### config.mk
export PLATFORM = sky130hd
export DESIGN_NAME = writeback_ctrl_flat
export DESIGN_NICKNAME = d
export VERILOG_FILES = /design/src/rtl/writeback_ctrl_pkg.sv /design/src/rtl/writeback_ctrl_if.sv /design/src/rtl/writeback_ctrl.sv /design/src/flat_wrapper.sv
export SDC_FILE = /design/constraint.sdc
export NUM_CORES = 1
export LEC_CHECK = 0
export ABC_CLOCK_PERIOD_IN_PS = 5800
export CAP_MARGIN = 30
export CORE_UTILIZATION = 40
export DETAILED_ROUTE_END_ITERATION = 8
export PLACE_DENSITY_LB_ADDON = 0.25
export SLEW_MARGIN = 10
export SYNTH_ARGS = -nofsm -noshare
export SYNTH_HDL_FRONTEND = slang
export SYNTH_SLANG_ARGS = --single-unit
### constraint.sdc
create_clock -name clk -period 5.8 [get_ports clk]
set_input_delay 1.16 -clock clk [delete_from_list [all_inputs] [get_ports clk]]
set_output_delay 1.16 -clock clk [all_outputs]
set_load 0.02 [all_outputs]
### src/rtl/writeback_ctrl_pkg.sv
// Shared types and constants for the writeback stage: op codes, FSM states,
// register-file write commands and architectural register numbers.
package arm_wb_pkg;

    typedef enum logic [1:0] {
        OP_NOP  = 2'b00,
        OP_ALU  = 2'b01,
        OP_LOAD = 2'b10,
        OP_BL   = 2'b11
    } op_e;

    typedef enum logic [1:0] {
        S_IDLE     = 2'b00,
        S_MEM_REQ  = 2'b01,
        S_MEM_WAIT = 2'b10,
        S_WRITE    = 2'b11
    } state_e;

    localparam logic [1:0] RW_NONE  = 2'b00;
    localparam logic [1:0] RW_LINK  = 2'b10;
    localparam logic [1:0] RW_WRITE = 2'b11;

    localparam logic [3:0] REG_LR = 4'd14;
    localparam logic [3:0] REG_PC = 4'd15;

    function automatic logic [31:0] word_align(input logic [31:0] addr);
        return {addr[31:2], 2'b00};
    endfunction

endpackage

### src/rtl/writeback_ctrl_if.sv
// Writeback stage bus: execute-stage op handshake, data-memory read port and
// register-file write port. Optional forwarding signals exist when WB_FWD_EN is defined.
interface writeback_ctrl_if;
    import arm_wb_pkg::*;

    logic        in_valid;
    logic        in_ready;
    op_e         in_op;
    logic [3:0]  in_rd;
    logic [31:0] in_data;
    logic [31:0] in_pc8;

    logic        mem_req;
    logic [31:0] mem_addr;
    logic        mem_gnt;
    logic        mem_rvalid;
    logic [31:0] mem_rdata;

    logic [3:0]  rf_a3;
    logic [31:0] rf_wd3;
    logic [1:0]  rf_regwrite;
    logic [31:0] rf_pcplus8;
    logic        busy;

`ifdef WB_FWD_EN
    logic        fwd_valid;
    logic [3:0]  fwd_addr;
    logic [31:0] fwd_data;
`endif

    modport slave (
`ifdef WB_FWD_EN
        output fwd_valid, fwd_addr, fwd_data,
`endif
        input  in_valid, in_op, in_rd, in_data, in_pc8,
        input  mem_gnt, mem_rvalid, mem_rdata,
        output in_ready, mem_req, mem_addr,
        output rf_a3, rf_wd3, rf_regwrite, rf_pcplus8, busy
    );

    modport master (
`ifdef WB_FWD_EN
        input  fwd_valid, fwd_addr, fwd_data,
`endif
        output in_valid, in_op, in_rd, in_data, in_pc8,
        output mem_gnt, mem_rvalid, mem_rdata,
        input  in_ready, mem_req, mem_addr,
        input  rf_a3, rf_wd3, rf_regwrite, rf_pcplus8, busy
    );

endinterface

### src/rtl/writeback_ctrl.sv
// Writeback controller: retires ALU/BL ops to the register file and runs
// LOAD ops through the data-memory read port. WB_FWD_EN adds a forwarding port.
//
// state      | meaning
// S_IDLE     | no write this cycle, ready for an op
// S_MEM_REQ  | load request on the bus, waiting for grant
// S_MEM_WAIT | load granted, waiting for read data
// S_WRITE    | register-file write presented this cycle, ready for next op
module writeback_ctrl
    import arm_wb_pkg::*;
(
    input  logic             clk,
    input  logic             reset,
    writeback_ctrl_if.slave  bus
);

    state_e     state;
    logic [3:0] ld_rd;

    assign bus.in_ready = (state == S_IDLE) || (state == S_WRITE);
    assign bus.busy     = (state == S_MEM_REQ) || (state == S_MEM_WAIT);

    always_ff @(posedge clk or posedge reset) begin
        if (reset) begin
            state           <= S_IDLE;
            ld_rd           <= 4'd0;
            bus.rf_regwrite <= RW_NONE;
            bus.rf_a3       <= 4'd0;
            bus.rf_wd3      <= 32'd0;
            bus.rf_pcplus8  <= 32'd0;
            bus.mem_req     <= 1'b0;
            bus.mem_addr    <= 32'd0;
        end else begin
            // write command is a one-cycle pulse; data/address registers hold
            bus.rf_regwrite <= RW_NONE;
            case (state)
                S_IDLE, S_WRITE: begin
                    state <= S_IDLE;
                    if (bus.in_valid) begin
                        case (bus.in_op)
                            OP_ALU: begin
                                state           <= S_WRITE;
                                bus.rf_regwrite <= RW_WRITE;
                                bus.rf_a3       <= bus.in_rd;
                                bus.rf_wd3      <= bus.in_data;
                            end
                            OP_BL: begin
                                state           <= S_WRITE;
                                bus.rf_regwrite <= RW_LINK;
                                bus.rf_pcplus8  <= bus.in_pc8;
                            end
                            OP_LOAD: begin
                                state        <= S_MEM_REQ;
                                ld_rd        <= bus.in_rd;
                                bus.mem_req  <= 1'b1;
                                bus.mem_addr <= word_align(bus.in_data);
                            end
                            default: state <= S_IDLE;
                        endcase
                    end
                end
                S_MEM_REQ: begin
                    if (bus.mem_gnt) begin
                        bus.mem_req <= 1'b0;
                        if (bus.mem_rvalid) begin
                            state           <= S_WRITE;
                            bus.rf_regwrite <= RW_WRITE;
                            bus.rf_a3       <= ld_rd;
                            bus.rf_wd3      <= bus.mem_rdata;
                        end else begin
                            state <= S_MEM_WAIT;
                        end
                    end
                end
                S_MEM_WAIT: begin
                    if (bus.mem_rvalid) begin
                        state           <= S_WRITE;
                        bus.rf_regwrite <= RW_WRITE;
                        bus.rf_a3       <= ld_rd;
                        bus.rf_wd3      <= bus.mem_rdata;
                    end
                end
                default: state <= S_IDLE;
            endcase
        end
    end

`ifdef WB_FWD_EN
    // link writes target R14 with a derived value, so they are not forwarded
    assign bus.fwd_valid = (bus.rf_regwrite == RW_WRITE);
    assign bus.fwd_addr  = bus.rf_a3;
    assign bus.fwd_data  = bus.rf_wd3;
`endif

endmodule

### src/flat_wrapper.sv
// flat-port wrapper written by rule: the top's interface ports become plain ports
module writeback_ctrl_flat import arm_wb_pkg::*;
  (clk, reset, bus_in_valid, bus_in_op, bus_in_rd, bus_in_data, bus_in_pc8, bus_mem_gnt, bus_mem_rvalid, bus_mem_rdata, bus_in_ready, bus_mem_req, bus_mem_addr, bus_rf_a3, bus_rf_wd3, bus_rf_regwrite, bus_rf_pcplus8, bus_busy);
  writeback_ctrl_if bus_i ();
  input  logic clk;
  input  logic reset;
  input wire logic [$bits(bus_i.in_valid)-1:0] bus_in_valid;
  input wire logic [$bits(bus_i.in_op)-1:0] bus_in_op;
  input wire logic [$bits(bus_i.in_rd)-1:0] bus_in_rd;
  input wire logic [$bits(bus_i.in_data)-1:0] bus_in_data;
  input wire logic [$bits(bus_i.in_pc8)-1:0] bus_in_pc8;
  input wire logic [$bits(bus_i.mem_gnt)-1:0] bus_mem_gnt;
  input wire logic [$bits(bus_i.mem_rvalid)-1:0] bus_mem_rvalid;
  input wire logic [$bits(bus_i.mem_rdata)-1:0] bus_mem_rdata;
  output wire logic [$bits(bus_i.in_ready)-1:0] bus_in_ready;
  output wire logic [$bits(bus_i.mem_req)-1:0] bus_mem_req;
  output wire logic [$bits(bus_i.mem_addr)-1:0] bus_mem_addr;
  output wire logic [$bits(bus_i.rf_a3)-1:0] bus_rf_a3;
  output wire logic [$bits(bus_i.rf_wd3)-1:0] bus_rf_wd3;
  output wire logic [$bits(bus_i.rf_regwrite)-1:0] bus_rf_regwrite;
  output wire logic [$bits(bus_i.rf_pcplus8)-1:0] bus_rf_pcplus8;
  output wire logic [$bits(bus_i.busy)-1:0] bus_busy;
  assign bus_i.in_valid = bus_in_valid;
  assign bus_i.in_op = bus_in_op;
  assign bus_i.in_rd = bus_in_rd;
  assign bus_i.in_data = bus_in_data;
  assign bus_i.in_pc8 = bus_in_pc8;
  assign bus_i.mem_gnt = bus_mem_gnt;
  assign bus_i.mem_rvalid = bus_mem_rvalid;
  assign bus_i.mem_rdata = bus_mem_rdata;
  assign bus_in_ready = bus_i.in_ready;
  assign bus_mem_req = bus_i.mem_req;
  assign bus_mem_addr = bus_i.mem_addr;
  assign bus_rf_a3 = bus_i.rf_a3;
  assign bus_rf_wd3 = bus_i.rf_wd3;
  assign bus_rf_regwrite = bus_i.rf_regwrite;
  assign bus_rf_pcplus8 = bus_i.rf_pcplus8;
  assign bus_busy = bus_i.busy;
  writeback_ctrl u_core (.clk(clk), .reset(reset), .bus(bus_i));
endmodule
==> results.toml <==
[run_status]
outcome = "completed"

[finish]
nFillCells = 817
fin_nets = 614
fin_area_um2 = 7130
area_growth_pct = 56.2
n_antenna_cell = 0
final_layout_size_suffix_gt1_frac = 0.325
multi_input_area_um2 = 1770
seq_area_um2 = 2680

[power]
power_switching_share = 0.348
vdd_ir_drop_max_uv = 429
internal_power_mw = 2.81
combPwrFrac = 0.553
clkPwrFrac = 0.141
power.density_nw_per_um2 = 605
p_leak_nw = 2.99
p_sw_mw = 1.50
seq_power_share = 0.306

[cts]
postCtsHoldBufs = 0
clock-sinks = 107
clk_latency_ns = 0.34
post_cts_resized = 0
max-clock-path-buffers = 2
cts_tree = "yes"
cts_inserted_buffers = 9
clkTransAtPathRegs_ns = 0.06
htree_levels = 3
post-cts-setup-buffers = 0
clock-root-buffer = "clkbuf_16"

[sta]
rsz0062_at_grt = "false"
fin_skew_ns = 0.00502
worstMarginPinSlew_ns = 0.629
max_slew_margin = 0.579
setup_violations = 0
max_freq_mhz = 290
slew_viol_final = 0
tns_ns = 0
finalHoldViolCount = 0
fin_crit_ns = 3.45
period_share = 0.595

[detailed_routing]
post-route-drc-count = 0
vias = 3119
via_per_inst = 4.81
avgRoutedWirePerCell_um = 16.7
postRouteAntennaNets = 0
routed_wl_mm = 10.9
first_pass_iters = 3
drtIter0Drc = 69

[critical_path]
cp_num_buf_inv = 3
slowest_stage = "clkdlybuf4s50_1"
rr_endpoint = "u_core.bus.mem_addr[6]"
crit_cells = 4
path_class = "register to output pin"
cp_top_family = "buffers and inverters"
cp_data_required_time_ns = 4.64
path_cells = "inv_1 > ha_2 > buf_12 > clkdlybuf4s50_1"
endpoint_kind = "output pin"
crit_arrival_ns = 2.29
cp-start-kind = "register"
cp_max_fo = 31
regToRegSetupSlack_ns = 3.05
timing.rr.start = "u_core.state[0]"
ff2ff_path_depth = 6
cp_slowest_stage_delay_ns = 0.63

[global_route]
track_usage = 0.188
globalRouteOverflowTotal = 0
grt_max_degree = 75
grt_pass1_vias = 3265
grt_antenna_before_repair = 0
grt_pass1_wl_mm = 16.6

[synth]
yosys.area_share.adder = 0.00823
yosys.cell_types.count = 23
synth_top_family_by_area = "multiplexers"
synthSimpleGateAreaFrac = 0.0208
synth_common_cells = "mux2_2 (139), dfrtp_1 (107), buf_2 (6)"
yosys.area.top_type = "dfrtp_1"
muxShareOfSynthArea = 0.345
synth.most_common_cell = "mux2_2"
async_reset_ff_frac = 1.00
synthCells = 293
synth_edf_count = 0
synth_area_leaders = "dfrtp_1 (59%), mux2_2 (34%), ha_1 (0.82%)"
synth_xor_area_frac = 0
syn-cell-area_um2 = 4560
synth-warning-count = 0
synth_compound_area_frac = 0.0112
yosysTopAreaCellShare = 0.587
synth.ff_latch_count = 107
avgSynthCellArea_um2 = 15.6
ys_seq_area_frac = 0.587
synth_flop_cell = "dfrtp_1"

[die]
fp.dieH_um = 109
io_pins = 212
die_w_um = 109
num_rows = 38
start_util = 0.415
die_area_um2 = 11800
core_um2 = 11000

[place]
dpl_cell_area_um2 = 6810
port_buffers = 209
detailed_place_hpwl_mm = 7.94
gp_congestion = 0.742

[worst_hold_path]
hold_depth = 1
hold_class = "register to register"
hp-start = "u_core.bus.rf_pcplus8[3]"
min_to = "u_core.bus.rf_pcplus8[3]"

[run]
cap_viol_max_count = 0
==> final cells by class <==
class | instances | area share
inverters | 5 | 0.00298
well taps | 140 | 0.0246
flip-flops and latches | 107 | 0.376
repair buffers | 215 | 0.307
clock inverters | 2 | 0.00491
clock buffers | 13 | 0.0365
multi-input cells | 166 | 0.248
==> how the worst max path moves through the flow <==
stage	startpoint	to	slack (ns)
floorplan	reset	u_core.bus.mem_addr[10]	1.82
global placement	bus_in_valid	u_core.bus.rf_wd3[29]	2.36
detailed placement	bus_in_op[0]	u_core.bus.mem_addr[6]	2.51
CTS	u_core.state[0]	bus_in_ready	2.32
global route	u_core.state[0]	bus_in_ready	2.23
finish	u_core.state[0]	bus_in_ready	2.35
==> logic make-up (layout without fill, tap and decap cells) <==
family	count (synthesis)	in the layout
multiplexers	140	140
adder cells (fa/ha/maj)	3	3
other	1	2
AND/OR/NAND/NOR	14	14
AO/OA/AOI/OAI	7	7
flip-flops	107	107
buffers and inverters	21	235
==> registers in the layout, summed over array words and instances (netlist names) <==
name	cells
u_core.bus.mem_addr	30
u_core.bus.mem_req	1
u_core.bus.rf_a3	4
u_core.bus.rf_pcplus8	32
u_core.bus.rf_regwrite	2
u_core.bus.rf_wd3	32
u_core.ld_rd	4
u_core.state	2
==> placed cells by master (no fill, tap or decap), drive strengths merged <==
cell,netlist,final
a21oi,5,5
buf,11,6
bufinv,0,1
clkbuf,5,13
clkdlybuf4s50,0,209
clkinv,0,1
conb,1,2
dfrtp,107,107
ha,3,3
inv,5,5
mux2,139,139
mux2i,1,1
nand2,5,5
nand2b,1,1
nand3,2,2
nand4,1,1
nand4b,2,2
nor2,1,1
nor2b,1,1
o22ai,1,1
o311ai,1,1
or2,1,1
==> layer usage <==
| metal | GRT usage | vias to the layer above | routed length (um) |
|---|---|---|---|
| met3 | 0.0753 | 8 | 800 |
| met2 | 0.338 | 113 | 5710 |
| met1 | 0.205 | 1541 | 4210 |
| met4 | 0.0492 | 0 | 127 |
| li1 | - | 1457 | - |
| met5 | 0 | - | 0 |
==> metrics by stage <==
step / std cells / hold WS, ns / utilization / worst slack [ns] / power, mW
final: 648 / 0.502 / 0.649 / 2.35 / 4.32
after global routing: 648 / 0.515 / 0.649 / 2.23 / 4.55
after CTS: 647 / 0.507 / 0.647 / 2.32 / 4.38
after detailed placement: 632 / 0.493 / 0.620 / 2.51 / 3.74
after global placement: 630 / 0.486 / 0.615 / 2.36 / 3.64
after floorplan: 294 / 0.475 / - / 1.82 / 2.70
==> power by group through the flow <==
stage | Clock [mW] | Combinational (mW) | Sequential [mW]
finish | 0.608 | 2.39 | 1.32
global route | 0.658 | 2.53 | 1.37
CTS | 0.630 | 2.42 | 1.32
detailed placement | 0 | 2.41 | 1.33
global placement | 0 | 2.33 | 1.31
floorplan | 0 | 0.935 | 1.76
Note: power is estimated with default switching activity, not from simulation.
